### src/rtl/job_dispatcher.sv
// rtl/job_dispatcher.sv - FIFO-buffered (X,Y,Z) job issuer driving the accelerator start/done handshake
// Optional feature macro: DISPATCH_TIMEOUT_EN (abort WAIT after TIMEOUT cycles, sticky timeout_err).
module job_dispatcher #(
    parameter int DEPTH        = 4,
    parameter int START_CYCLES = 10,
    parameter int TIMEOUT      = 1024
) (
    input  logic        clk,
    input  logic        rst_n,
    input  logic        job_valid,
    output logic        job_ready,
    input  logic [8:0]  job_x,
    input  logic [8:0]  job_y,
    input  logic [8:0]  job_z,
    output logic        start,
    output logic [8:0]  X,
    output logic [8:0]  Y,
    output logic [8:0]  Z,
    input  logic        done,
    output logic        busy,
    output logic        result_valid,
    output logic [15:0] result_cycles,
    output logic        timeout_err
);
    localparam int AW = $clog2(DEPTH);
    localparam int SW = $clog2(START_CYCLES + 1);
    localparam logic [SW-1:0] START_LAST  = SW'(START_CYCLES - 1);
    localparam logic [15:0]   TIMEOUT_CNT = 16'(TIMEOUT);
`ifdef DISPATCH_TIMEOUT_EN
    localparam bit TIMEOUT_ON = 1'b1;
`else
    localparam bit TIMEOUT_ON = 1'b0;
`endif

    typedef enum logic [1:0] {
        S_IDLE,
        S_START,
        S_WAIT,
        S_RELEASE
    } state_t;

    state_t        state_q, state_d;
    logic [26:0]   fifo_mem [DEPTH];
    logic [AW:0]   wr_ptr_q, wr_ptr_d;
    logic [AW:0]   rd_ptr_q, rd_ptr_d;
    logic [SW-1:0] scnt_q, scnt_d;
    logic [15:0]   cnt_q, cnt_d;
    logic          start_q, start_d;
    logic [8:0]    x_q, x_d;
    logic [8:0]    y_q, y_d;
    logic [8:0]    z_q, z_d;
    logic          busy_q, busy_d;
    logic          rvalid_q, rvalid_d;
    logic [15:0]   rcycles_q, rcycles_d;
    logic          timeout_q, timeout_d;

    logic          full;
    logic          empty;
    logic          push;
    logic [26:0]   head;

    // Extra pointer MSB distinguishes full from empty when the index bits match.
    assign full  = (wr_ptr_q[AW] != rd_ptr_q[AW]) && (wr_ptr_q[AW-1:0] == rd_ptr_q[AW-1:0]);
    assign empty = (wr_ptr_q == rd_ptr_q);
    assign push  = job_valid && !full;
    assign head  = fifo_mem[rd_ptr_q[AW-1:0]];

    always_ff @(posedge clk) begin
        if (push) begin
            fifo_mem[wr_ptr_q[AW-1:0]] <= {job_x, job_y, job_z};
        end
    end

    always_comb begin
        state_d   = state_q;
        wr_ptr_d  = wr_ptr_q;
        rd_ptr_d  = rd_ptr_q;
        scnt_d    = scnt_q;
        cnt_d     = cnt_q;
        start_d   = start_q;
        x_d       = x_q;
        y_d       = y_q;
        z_d       = z_q;
        rvalid_d  = 1'b0;
        rcycles_d = rcycles_q;
        timeout_d = timeout_q;

        if (push) begin
            wr_ptr_d = wr_ptr_q + 1'b1;
        end

        case (state_q)
            S_IDLE: begin
                if (!empty) begin
                    rd_ptr_d = rd_ptr_q + 1'b1;
                    x_d      = head[26:18];
                    y_d      = head[17:9];
                    z_d      = head[8:0];
                    start_d  = 1'b1;
                    scnt_d   = '0;
                    state_d  = S_START;
                end
            end
            S_START: begin
                // done is deliberately ignored while the accelerator is initialising.
                if (scnt_q == START_LAST) begin
                    start_d = 1'b0;
                    cnt_d   = '0;
                    state_d = S_WAIT;
                end else begin
                    scnt_d = scnt_q + 1'b1;
                end
            end
            S_WAIT: begin
                if (done) begin
                    rvalid_d  = 1'b1;
                    rcycles_d = cnt_q;
                    state_d   = S_RELEASE;
                end else if (TIMEOUT_ON && (cnt_q == TIMEOUT_CNT)) begin
                    rvalid_d  = 1'b1;
                    rcycles_d = TIMEOUT_CNT;
                    timeout_d = 1'b1;
                    state_d   = S_IDLE;
                end else if (cnt_q != 16'hFFFF) begin
                    cnt_d = cnt_q + 16'd1;
                end
            end
            S_RELEASE: begin
                if (!done) begin
                    state_d = S_IDLE;
                end
            end
            default: state_d = S_IDLE;
        endcase

        busy_d = (state_d != S_IDLE);
    end

    always_ff @(posedge clk or negedge rst_n) begin
        if (!rst_n) begin
            state_q   <= S_IDLE;
            wr_ptr_q  <= '0;
            rd_ptr_q  <= '0;
            scnt_q    <= '0;
            cnt_q     <= '0;
            start_q   <= 1'b0;
            x_q       <= '0;
            y_q       <= '0;
            z_q       <= '0;
            busy_q    <= 1'b0;
            rvalid_q  <= 1'b0;
            rcycles_q <= '0;
            timeout_q <= 1'b0;
        end else begin
            state_q   <= state_d;
            wr_ptr_q  <= wr_ptr_d;
            rd_ptr_q  <= rd_ptr_d;
            scnt_q    <= scnt_d;
            cnt_q     <= cnt_d;
            start_q   <= start_d;
            x_q       <= x_d;
            y_q       <= y_d;
            z_q       <= z_d;
            busy_q    <= busy_d;
            rvalid_q  <= rvalid_d;
            rcycles_q <= rcycles_d;
            timeout_q <= timeout_d;
        end
    end

    assign job_ready     = !full;
    assign start         = start_q;
    assign X             = x_q;
    assign Y             = y_q;
    assign Z             = z_q;
    assign busy          = busy_q;
    assign result_valid  = rvalid_q;
    assign result_cycles = rcycles_q;
    assign timeout_err   = timeout_q;

endmodule

### config.mk
export PLATFORM = sky130hd
export DESIGN_NAME = job_dispatcher
export DESIGN_NICKNAME = d
export VERILOG_FILES = /design/src/rtl/job_dispatcher.sv
export SDC_FILE = /design/constraint.sdc
export NUM_CORES = 1
export LEC_CHECK = 0
export BUFFER_PORTS_ARGS = -buffer_cell sky130_fd_sc_hd__buf_2
export CELL_PAD_IN_SITES_DETAIL_PLACEMENT = 0
export CELL_PAD_IN_SITES_GLOBAL_PLACEMENT = 2
export CORE_UTILIZATION = 28
export CTS_BUF_LIST = sky130_fd_sc_hd__clkbuf_8
export CTS_CLUSTER_DIAMETER = 60
export DETAILED_ROUTE_END_ITERATION = 12
export PLACE_DENSITY_LB_ADDON = 0.1
export SETUP_SLACK_MARGIN = 0.1
export SLEW_MARGIN = 15
export SYNTH_ARGS = -nofsm -noshare
export SYNTH_HDL_FRONTEND = slang
export SYNTH_SLANG_ARGS = --single-unit
export TNS_END_PERCENT = 50
### constraint.sdc
create_clock -name clk -period 2.65 [get_ports clk]
set_clock_uncertainty 0.15 [all_clocks]
set_input_delay 0.265 -clock clk [delete_from_list [all_inputs] [get_ports clk]]
set_output_delay 0.265 -clock clk [all_outputs]
set_load 0.01 [all_outputs]
### Word-level counts from Yosys, hierarchy flattened

Memories as Yosys holds them, arrays and structs flattened. A register that Yosys moved wholly into a read port is not among the register bits.
Index checks and enable logic that the tools add are counted.
W data, S select, Z words.

| storage, ports and cells | value |
|---|---|
| flip-flop bits (word level) | 47 |
| bits in writable memories | 108 |
| input bits | 31 |
| output and inout bits | 48 |
| memories kept | 1 |

| cells by class | value |
|---|---|
| $add $sub $neg | 4 |
| equal/unequal tests | 13 |
| multiplexer cells | 19 |
| bitwise gates (word level) | 1 |
| reductions and logical operators | 13 |

Memory list:

| name | depth | bits a word | read ports | clocked after Yosys merged registers in | wr ports | RTL line | source |
|---|---|---|---|---|---|---|---|
| fifo_mem | 4 | 27 | 1 | 1 | 1 | 43 | `logic [26:0] fifo_mem [DEPTH];` |

Operators by type and width:

| kind | number |
|---|---|
| $mux W16 | 3 |
| $pmux W16 S2 | 1 |
| $add A16 B1 Y16 const B | 1 |
| $ne A16 B16 Y1 const B | 1 |
| $ne A2 B2 Y1 const B | 5 |
| $mux W2 | 4 |
| $mux W4 | 2 |
| $pmux W2 S4 | 1 |
| $pmux W4 S2 | 1 |
| $add A3 B1 Y3 const B | 2 |
| $mux W1 | 6 |
| $reduce_and A3 Y1 | 2 |
| $reduce_bool A2 Y1 | 3 |
| $add A4 B1 Y4 const B | 1 |
| $eq A2 B2 Y1 const B | 2 |
| $eq A4 B4 Y1 const B | 1 |
| $reduce_and A2 Y1 | 2 |
| $reduce_and A4 Y1 | 1 |
| $eq A3 B3 Y1 | 1 |
| $eq A2 B1 Y1 const B | 1 |
| $eq A2 B2 Y1 | 1 |
| $logic_and A1 B1 Y1 | 2 |
| $logic_not A1 Y1 | 2 |
| $logic_not A2 Y1 | 1 |
| 3 further kinds | 3 |

### Longest topological paths before layout

Gate-level depths: netlist (run 1).

| depth | value |
|---|---|
| word-level depth | 6 |
| mapped depth | 7 |
| mapped depth without buffers | 6 |

### Worst setup path before layout (run 1)

No wires, ideal clock.

| path | value |
|---|---|
| kind | flip-flop to flip-flop |
| from | register rd_ptr_q[0] |
| to | memory fifo_mem[3][0] (enable) |
| library setup time | 388 ps |
| arrival time | 1864 ps |
| slack | 248 ps |
| stages on the path, launching flop included | 5 |
| path buffers | 1 |
| path through | dfrtp_1 > buf_4 > xnor2_1 > a31oi_1 > and2_1 |

| between the ends | value |
|---|---|
| cells in the longest elaborated chain, start to end | 6 |

RTL lines:

| element | RTL line | source |
|---|---|---|
| start, declared | 45 | `logic [AW:0] rd_ptr_q, rd_ptr_d;` |
| start signal, assigned | 157 | `rd_ptr_q <= rd_ptr_d;` |
| $eq A2 B2 Y1 | 63 | `assign full = (wr_ptr_q[AW] != rd_ptr_q[AW]) && (wr_ptr_q[AW-1:0] == rd_ptr_q[AW-1:0]);` |
| $logic_and A1 B1 Y1 | 63 |  |
| $logic_not A1 Y1 | 65 | `assign push = job_valid && !full;` |
| $logic_and A1 B1 Y1 | 65 |  |
| $mux W1 | 69 | `if (push) begin` |
| $mux W1 (not written as such) | 70 | `fifo_mem[wr_ptr_q[AW-1:0]] <= {job_x, job_y, job_z};` |
| end, declared | 43 |  |

No other way between the ends.

### Worst setup path in the final report (run 1)

| path | value |
|---|---|
| from | register cnt_q[0] |
| to | register cnt_q[3] |

| between the ends | value |
|---|---|
| cells in the longest elaborated chain, start to end | 4 |
| elaborated cells between the ends (all ways) | 7 |
| classes of those cells | add/sub: 1; eq/ne: 2; mux: 3; reduce/logical: 1 |

RTL lines:

| element | RTL line | source |
|---|---|---|
| start, declared | 47 | `logic [15:0] cnt_q, cnt_d;` |
| start signal, assigned | 159 | `cnt_q <= cnt_d;` |
| $add A16 B1 Y16 | 125 | `cnt_d = cnt_q + 16'd1;` |
| $mux W16 | 124 | `end else if (cnt_q != 16'hFFFF) begin` |
| $mux W16 | 115 | `if (done) begin` |
| $pmux W16 S2 | 92 | `case (state_q)` |

Parallel ways exist; a longest one is shown, timed or not. The select of a mux whose other input is x is not followed.
A chain may end at the register's enable or synchronous reset.

==> results of run 1 <==
## flip-flops by register name, summed over array words and instances (netlist names)
name,flops
rd_ptr_q,3
cnt_q,16
busy,1
X,9
fifo_mem,108
start,1
state_q,2
wr_ptr_q,3
Z,9
result_cycles,16
Y,9
result_valid,1
scnt_q,4
## critical path, stage by stage, from the launching register on
cell,delay [ns]
sky130_fd_sc_hd__dfrtp_1,0.48
sky130_fd_sc_hd__ha_1,0.24
sky130_fd_sc_hd__nand3_1,0.22
sky130_fd_sc_hd__or4_4,0.64
sky130_fd_sc_hd__o21a_4,0.30
sky130_fd_sc_hd__a31oi_1,0.19
## cell usage in the layout (no fill, tap or decap), drive strengths merged, types with 4 or more instances in the layout
master / count
a21o: 4
a221o: 4
a31oi: 9
and2: 5
and3: 4
buf: 95
clkbuf: 17
clkinv: 9
dfrtp: 74
dlygate4sd3: 29
edfxtp: 108
ha: 8
inv: 14
mux2: 42
mux4: 27
nand2: 17
nand3: 8
nor2: 11
nor3: 5
o21ai: 13
xnor2: 5
xor2: 5
## through the flow
step	setup slack [ns]	instances
2_1_floorplan	0.248	420
3_3_place_gp	0.333	826
3_5_place_dp	0.318	826
4_1_cts	0.308	887
5_1_grt	0.189	887
6_report	0.355	887
## worst paths after layout
| path | start | to | cells after the start |
|---|---|---|---|
| worst max-delay path | cnt_q[0] | cnt_q[3] | 5 |
| worst min-delay path | job_valid | wr_ptr_q[0] | 4 |
| worst max register to register | cnt_q[0] | cnt_q[3] | 5 |
| worst min register to register | wr_ptr_q[2] | wr_ptr_q[2] | 1 |
| max in group asynchronous | rst_n | cnt_q[0] | 3 |
| min in group asynchronous | rst_n | result_cycles[8] | 2 |
## power groups by stage
stage                     clock network (mW)  registers (mW)  logic (mW)
after global routing                    2.00            4.38        3.28
after floorplan                            0            4.33        1.95
after detailed placement                   0            4.36        3.02
after global placement                     0            4.33        3.00
after CTS                               1.90            4.30        3.06
final                                   1.82            4.28        2.94
## metal layers
layer | share of wire, % | routed length [um] | vias up | track usage (%)
li1 | - | - | 1873 | -
met1 | 44 | 7060 | 2120 | 15.7
met2 | 52 | 8310 | 59 | 22.6
met3 | 3.8 | 614 | 8 | 3.63
met4 | 0.79 | 127 | 0 | 3.28
met5 | 0 | 0 | - | 0
## cells by family after synthesis
group,count (synthesis)
compound gates,48
xor+xnor,10
fa+ha+maj,8
buf+inv,28
flops,182
mux,72
other cells,1
simple gates,71
## cell type report
type,instances,area (um^2)
Fill cell,2502,16600
Multi-Input combinational cell,210,2070
Tap cell,330,413
Timing Repair Buffer,124,826
Inverter,9,33.8
Clock buffer,17,234
Sequential cell,182,5100
Clock inverter,15,155
## repair_timing
action,in CTS,in global routing
setup buffers,0,0
hold endpoints to repair,149,0
hold buffers,29,0
==> results_dict.tcl, run 1 <==
set metrics [dict create \
    outcome "completed" \
    critPathLaunchType "register" \
    grt_first_pass_wirelength_um 25400 \
    pin_count_of_the_biggest_net_entering_global_routing 44 \
    cts.repair.resized 0 \
    sequential_share_of_power_pct 47.4 \
    netlist_top_cells_count "108 x sky130_fd_sc_hd__edfxtp_1, 74 x sky130_fd_sc_hd__dfrtp_1, 42 x sky130_fd_sc_hd__mux2_2, 27 x sky130_fd_sc_hd__mux4_2, 17 x sky130_fd_sc_hd__nand2_1" \
    drt_first_pass_iters 4 \
    tritoncts "yes" \
    detailed_router_s_first_iteration_violation_count 192 \
    drv_slew 0 \
    synth_fa_ha_area_share_pct 1.37 \
    num_vias 4060 \
    synth_top_family_by_area "multiplexers" \
    die_h_um 164 \
    achievable-frequency_mhz 436 \
    minimum_clock_period_ns 2.30 \
    layout-drive-gt1-share_pct 38.1 \
    total_leakage_power_nw 3.40 \
    clk_transition_reported_paths_ns 0.10 \
    yosys-top-cells-area "sky130_fd_sc_hd__edfxtp_1 44%, sky130_fd_sc_hd__dfrtp_1 25%, sky130_fd_sc_hd__mux4_2 8.3%" \
    grt_overflow_total 0 \
    yosys.area_share.xor_xnor_pct 1.20 \
    track_usage_pct 12.9 \
    routabilityCongestion 0.712 \
    final_hold_viol_count 0 \
    arrival_ns 2.52 \
    ioPinCount 79 \
    clockRootBuffer "sky130_fd_sc_hd__clkbuf_8" \
    tritoncts.num_buffers 17 \
    drt-vias-per-instance 4.58 \
    rsz0062_at_grt "false" \
    synth.distinct_cells 56 \
    synthToLayoutAreaGrowth_pct 20.9 \
    setup.worst_path.class "register to register" \
    initial_cell_density_of_the_core_pct 28.8 \
    hp-class "input port to register" \
    synthesis.area_per_instance_um2 17.4 \
    routed_wirelength_um 16100 \
    area_share_of_the_leading_cell_type_in_the_synthesized_netlist_pct 44.4 \
    ys_seq_elements 182 \
    clock_path_buffers 2 \
    muxShareOfSynthArea_pct 15.2 \
    post_route_drc 0 \
    synthesis.nets 459 \
    drt.antenna.violating_nets 0 \
    placement_rows 58 \
    power_switching_share_pct 33.8 \
    setup.reg_to_reg.worst_slack_ns 0.35 \
    antenna_found_initial 0 \
    cellPowerDensity_mw_per_mm2 1020 \
    timing.critical_path.required_ns 2.88 \
    synth_area_leader_cell "sky130_fd_sc_hd__edfxtp_1" \
    share_of_the_synthesized_area_in_compound_gates_ao_oa_aoi_oai_pct 5.02 \
    final_min_period_over_clock_period_pct 86.6 \
    worstMarginPinSlew_ns 0.970 \
    totalNegativeSetupSlack_ns 0 \
    number_of_levels_the_h_tree_was_split_into 4 \
    critical_path.endpoint_type "register" \
    yosys_warnings 0 \
    synth_sequential_area_ratio_pct 69.7 \
    design.core.area_mm2 0.0254 \
    clock_power_share_pct 20.1 \
    antenna-diode-count 0 \
    yosys.area_share.simple_pct 5.46 \
    critPathMaxFanout 7 \
    synthMostInstantiatedCell "sky130_fd_sc_hd__edfxtp_1" \
    die_area_mm2 0.0267 \
    setup_violations 0 \
    max_vdd_drop_mv 0.393 \
    number_of_standard_cells_after_synthesis 420 \
    p_sw_mw 3.05 \
    cell_internal_pwr_mw 5.99 \
    combPwrFrac_pct 32.5 \
    layout.cell_area.non_filler_mm2 0.00883 \
    fin_total_pwr_mw 9.04 \
    max-cap-violations 0 \
    buffer_ports.inserted 77 \
    cts.sinks 182 \
    layout.core_utilization_pct 34.8 \
    placement.cell_area_mm2 0.00815 \
    yosys_most_used_dff "sky130_fd_sc_hd__edfxtp_1" \
    place_hpwl_um 10200 \
    worstSkewPairLatency_ns 0.46 \
    syn_area_mm2 0.00731 \
    hold_ws_ns 0.0968 \
    ys_async_sr_fraction_pct 40.7 \
    die_width_um 164 \
    num-nets-final 583 \
    first_global_vias 4298 \
    routed_wire_length_per_instance_um 18.2 \
    relSlewSlack_pct 35.3 \
    synth_enable_flop_cells 108 \
]
(Power assumes the default switching activity.)
==> run 2, diff against run 1 <==
--- a/config.mk
+++ b/config.mk
@@ -9,7 +9,6 @@
 export CELL_PAD_IN_SITES_DETAIL_PLACEMENT = 0
 export CELL_PAD_IN_SITES_GLOBAL_PLACEMENT = 2
 export CORE_UTILIZATION = 28
-export CTS_BUF_LIST = sky130_fd_sc_hd__clkbuf_8
 export CTS_CLUSTER_DIAMETER = 60
 export DETAILED_ROUTE_END_ITERATION = 12
 export PLACE_DENSITY_LB_ADDON = 0.1
==> results_dict.tcl, run 2 (synthesis results as in run 1) <==
set metrics [dict create \
    outcome "completed" \
    timing.critical_path.slowest_stage_cell "sky130_fd_sc_hd__or4_4" \
    clock_path_buffers 2 \
    routabilityCongestion 0.712 \
    place_hpwl_um 10200 \
    first_global_vias 4282 \
    path_cells "ha_1 > nand3_1 > or4_4 > o21a_4 > a31oi_1" \
    drt_first_pass_iters 4 \
    die_area_mm2 0.0267 \
    post_route_drc 0 \
    met2RoutedLength_um 8230 \
    placement_rows 58 \
    track_usage_pct 13.0 \
    cts.repair.resized 0 \
    antenna_found_initial 0 \
    num_vias 4072 \
    buffer_ports.inserted 77 \
    pin_count_of_the_biggest_net_entering_global_routing 44 \
    grt_overflow_total 0 \
    grt_first_pass_wirelength_um 25500 \
    cellPowerDensity_mw_per_mm2 1070 \
    setup.reg_to_reg.worst_slack_ns 0.37 \
    routed_wirelength_um 16000 \
    detailed_router_s_first_iteration_violation_count 182 \
    rsz0062_at_grt "false" \
    num-nets-final 583 \
    crit_path_max_incr_delay_ns 0.64 \
    clk_transition_reported_paths_ns 0.07 \
    dp_slack_ns 0.318 \
    achievable-frequency_mhz 439 \
    final_min_period_over_clock_period_pct 85.9 \
    largest_register_ff_count 108 \
    critPathMaxFanout 7 \
    ioPinCount 79 \
    worstSkewPairLatency_ns 0.43 \
    hp-class "input port to register" \
    drv_slew 0 \
    reg2regPathDepth 5 \
    totalNegativeSetupSlack_ns 0 \
    layout.cells.most_common "sky130_fd_sc_hd__edfxtp_1" \
    total_leakage_power_nw 3.48 \
    setup_slack_ns 0.375 \
    routed_wire_length_per_instance_um 18.1 \
    number_of_levels_the_h_tree_was_split_into 4 \
    initial_cell_density_of_the_core_pct 28.8 \
    synthToLayoutAreaGrowth_pct 23.5 \
    max-cap-violations 0 \
    die_width_um 164 \
    layout-drive-gt1-share_pct 38.1 \
    setup.worst_path.class "register to register" \
    design.core.area_mm2 0.0254 \
    layout.core_utilization_pct 35.5 \
    tritoncts "yes" \
    tritoncts.num_buffers 17 \
    setup_violations 0 \
    hold_depth 4 \
    wl_met1_um 6980 \
    met3WireLength_um 661 \
    arrival_ns 2.47 \
    die_h_um 164 \
    cts.sinks 182 \
    final_hold_viol_count 0 \
    minimum_clock_period_ns 2.28 \
    top_layer_used "met4" \
    critical_path.endpoint_type "register" \
    relSlewSlack_pct 35.1 \
    drt-vias-per-instance 4.59 \
    antenna-diode-count 0 \
    worstMarginPinSlew_ns 0.974 \
    timing.critical_path.required_ns 2.85 \
    drt.antenna.violating_nets 0 \
    critPathLaunchType "register" \
    most_frequent_cells_in_the_layout "108 x sky130_fd_sc_hd__edfxtp_1, 76 x sky130_fd_sc_hd__buf_2, 72 x sky130_fd_sc_hd__dfrtp_1" \
    clockRootBuffer "sky130_fd_sc_hd__clkbuf_16" \
    max_vdd_drop_mv 0.448 \
]
## run 2: cell types whose count changed in the layout (fill, tap and decap cells not counted), sizes merged
cell    before  now
clkbuf      17   19
inv         14   12
## run 2: power breakdown
| group | switching, mW | internal, mW | leakage, nW |
|---|---|---|---|
| logic | 1.49 | 1.45 | 1.29 |
| clock network | 1.20 | 1.26 | 0.277 |
| registers | 0.433 | 3.85 | 1.91 |
| total | 3.12 | 6.55 | 3.48 |
## run 2: final timing paths
| check | start | end |
|---|---|---|
| worst max-delay path | cnt_q[0] | cnt_q[3] |
| worst min-delay path | job_valid | wr_ptr_q[0] |
| worst max register to register | cnt_q[0] | cnt_q[3] |
| worst min register to register | wr_ptr_q[2] | wr_ptr_q[2] |
| max in group asynchronous | rst_n | cnt_q[0] |
| min in group asynchronous | rst_n | scnt_q[3] |
## run 2: routing by layer
layer | track usage [%] | up-vias
met3 | 3.56 | 11
li1 | - | 1875
met1 | 15.8 | 2117
met2 | 22.5 | 69
met4 | 3.54 | 0
met5 | 0 | -
## run 2: area by class of cell
class	instances	area, um^2
Multi-Input combinational cell	210	2070
Inverter	9	33.8
Timing Repair Buffer	124	826
Tap cell	330	413
Sequential cell	182	5100
Clock buffer	19	433
Fill cell	2475	16400
Clock inverter	13	148
## run 2: metrics by stage
stage | cells | hold slack (ns) | cell area, um^2 | total power, mW
after detailed placement | 826 | 0.199 | 8150 | 7.38
after global placement | 826 | 0.203 | 8150 | 7.34
after global routing | 887 | 0.169 | 9020 | 10.3
after floorplan | 420 | -0.181 | 7310 | 6.28
final | 887 | 0.133 | 9020 | 9.67
after CTS | 887 | 0.129 | 9020 | 9.89
## run 2: timing repair
item / CTS / global route
hold buffers: 29 / 0
endpoints found under the hold margin: 149 / 0
buffers inserted: 0 / 0
## run 2: critical path: cells and delay by family, from the launching register on
kind | cells | cell delay [ns]
simple gates | 2 | 0.85
compound gates | 2 | 0.48
flops | 1 | 0.46
fa+ha+maj | 1 | 0.24
==> run 3, diff against run 2 <==
--- a/config.mk
+++ b/config.mk
@@ -12,6 +12,7 @@
 export CTS_CLUSTER_DIAMETER = 60
 export DETAILED_ROUTE_END_ITERATION = 12
 export PLACE_DENSITY_LB_ADDON = 0.1
+export RECOVER_POWER = 50
 export SETUP_SLACK_MARGIN = 0.1
 export SLEW_MARGIN = 15
 export SYNTH_ARGS = -nofsm -noshare
==> results_dict.tcl, run 3 (synthesis results as in run 1) <==
set metrics [dict create \
    initial_cell_density_of_the_core_pct 28.8 \
    cellPowerDensity_mw_per_mm2 1080 \
    clock_path_buffers 2 \
    max_vdd_drop_mv 0.448 \
    largest_delay_share_family_worst_path "simple AND/OR/NAND/NOR gates" \
    critPathMaxFanout 7 \
    minimum_clock_period_ns 2.28 \
    clk_transition_reported_paths_ns 0.07 \
    setup.worst_path.end "cnt_q[3]" \
    final_min_period_over_clock_period_pct 86.1 \
    largest_register_ff_count 108 \
    worstSetupPathDepth 5 \
    clockRootBuffer "sky130_fd_sc_hd__clkbuf_16" \
    routabilityCongestion 0.712 \
    drv_slew 0 \
    path_cells "ha_1 > nand3_1 > or4_4 > o21a_4 > a31oi_1" \
    crit_path_max_incr_delay_ns 0.64 \
    critical_path.endpoint_type "register" \
    setup.reg_to_reg.worst_slack_ns 0.37 \
    synthToLayoutAreaGrowth_pct 22.5 \
    totalNegativeSetupSlack_ns 0 \
    reg2regPathDepth 5 \
    hold_ws_ns 0.133 \
    hp-class "input port to register" \
    grt_first_pass_wirelength_um 25500 \
    die_h_um 164 \
    tritoncts.num_buffers 17 \
    filler_cell_count 2479 \
    antenna-diode-count 0 \
    fin_total_pwr_mw 9.64 \
    drt.antenna.violating_nets 0 \
    timing.critical_path.required_ns 2.85 \
    drt_first_pass_iters 4 \
    pin_count_of_the_biggest_net_entering_global_routing 44 \
    critPathLaunchType "register" \
    tritoncts "yes" \
    ioPinCount 79 \
    worst_r2r_endpoint "cnt_q[3]" \
    r2r_start "cnt_q[0]" \
    max-cap-violations 0 \
    track_usage_pct 13.0 \
    sequential_share_of_power_pct 44.5 \
    power_switching_share_pct 32.4 \
    die_area_mm2 0.0267 \
    placement_rows 58 \
    cts.sinks 182 \
    outcome "completed" \
    number_of_levels_the_h_tree_was_split_into 4 \
    setup.worst_path.class "register to register" \
    die_width_um 164 \
    crit_start "cnt_q[0]" \
    detailed_router_s_first_iteration_violation_count 160 \
    most_frequent_cells_in_the_layout "108 x sky130_fd_sc_hd__edfxtp_1, 72 x sky130_fd_sc_hd__dfrtp_1, 54 x sky130_fd_sc_hd__clkbuf_1" \
    p_sw_mw 3.13 \
    total_leakage_power_nw 3.32 \
    worstMarginPinSlew_ns 1.29 \
    first_global_vias 4282 \
    buffer_ports.inserted 77 \
    routed_wirelength_um 16100 \
    layout.cells.most_common "sky130_fd_sc_hd__edfxtp_1" \
    layout.core_utilization_pct 35.2 \
    grt_overflow_total 0 \
    design.core.area_mm2 0.0254 \
    post_route_drc 0 \
    routed_wire_length_per_instance_um 18.2 \
    rsz0062_at_grt "false" \
    antenna_found_initial 0 \
    final_hold_viol_count 0 \
    timing.critical_path.slowest_stage_cell "sky130_fd_sc_hd__or4_4" \
    layout-drive-gt1-share_pct 28.7 \
    drt-vias-per-instance 4.60 \
    num_vias 4078 \
    worstSkewPairLatency_ns 0.43 \
    num-nets-final 583 \
    arrival_ns 2.48 \
    layout.cell_area.non_filler_mm2 0.00895 \
    clock_power_share_pct 25.5 \
    achievable-frequency_mhz 438 \
    cp_num_buf_inv 0 \
    combPwrFrac_pct 30.1 \
    placement.cell_area_mm2 0.00815 \
    place_hpwl_um 10200 \
    cell_internal_pwr_mw 6.52 \
    relSlewSlack_pct 14.2 \
    setup_violations 0 \
]
-- run 3: cell types whose count changed in the layout (fill, tap and decap cells not counted) --
cell | previous run | this run
sky130_fd_sc_hd__buf_2 | 76 | 26
sky130_fd_sc_hd__buf_4 | 18 | 15
sky130_fd_sc_hd__clkbuf_1 | 2 | 54
sky130_fd_sc_hd__clkbuf_2 | 0 | 1
-- run 3: routing by layer --
metal  GRT usage [%]  part of all wire, %  up-vias
met2            22.5                   51       70
met3            3.56                  4.0       13
met5               0                    0        -
li1                -                    -     1879
met4            3.54                  1.0        0
met1            15.8                   44     2116
-- run 3: final cells by class --
cell class / instances / area (um^2) / share of cell area (%)
Clock inverter: 13 / 148 / 1.65
Multi-Input combinational cell: 210 / 2070 / 23.2
Clock buffer: 19 / 433 / 4.84
Sequential cell: 182 / 5100 / 56.9
Tap cell: 330 / 413 / 4.61
Inverter: 9 / 33.8 / 0.377
Timing Repair Buffer: 124 / 753 / 8.41
-- run 3: how the worst min path moves through the flow --
stage / start / to / slack, ns / cells after the start
after CTS: job_valid / wr_ptr_q[0] / 0.13 / 4
after floorplan: rst_n / X[0] / -0.18 / 0
after detailed placement: rst_n / start / 0.20 / 1
final: job_valid / wr_ptr_q[0] / 0.13 / 4
after global routing: job_valid / wr_ptr_q[0] / 0.17 / 4
after global placement: rst_n / start / 0.20 / 1
-- run 3: what timing repair did --
item / CTS / global route
endpoints found under the setup margin: 0 / 0
setup buffers: 0 / 0
gates resized for setup: 0 / 0
hold endpoints to repair: 149 / 0
hold buffers: 29 / 0
-- run 3: stage by stage --
stage | setup slack [ns] | instances
detailed placement | 0.318 | 826
global route | 0.200 | 887
global placement | 0.333 | 826
finish | 0.369 | 887
floorplan | 0.248 | 420
CTS | 0.312 | 887
-- run 3: power groups by stage --
stage / Combinational, mW / Clock, mW / Sequential (mW)
6_report: 2.90 / 2.46 / 4.29
2_1_floorplan: 1.95 / 0 / 4.33
3_5_place_dp: 3.02 / 0 / 4.36
5_1_grt: 3.24 / 2.65 / 4.38
3_3_place_gp: 3.00 / 0 / 4.33
4_1_cts: 3.05 / 2.53 / 4.31
-- run 3: tightest hold or removal path, delay by kind of cell --
family                 cells  cell delay, ns
AO/OA/AOI/OAI              1            0.10
XOR/XNOR                   1            0.14
buffers and inverters      2            0.16
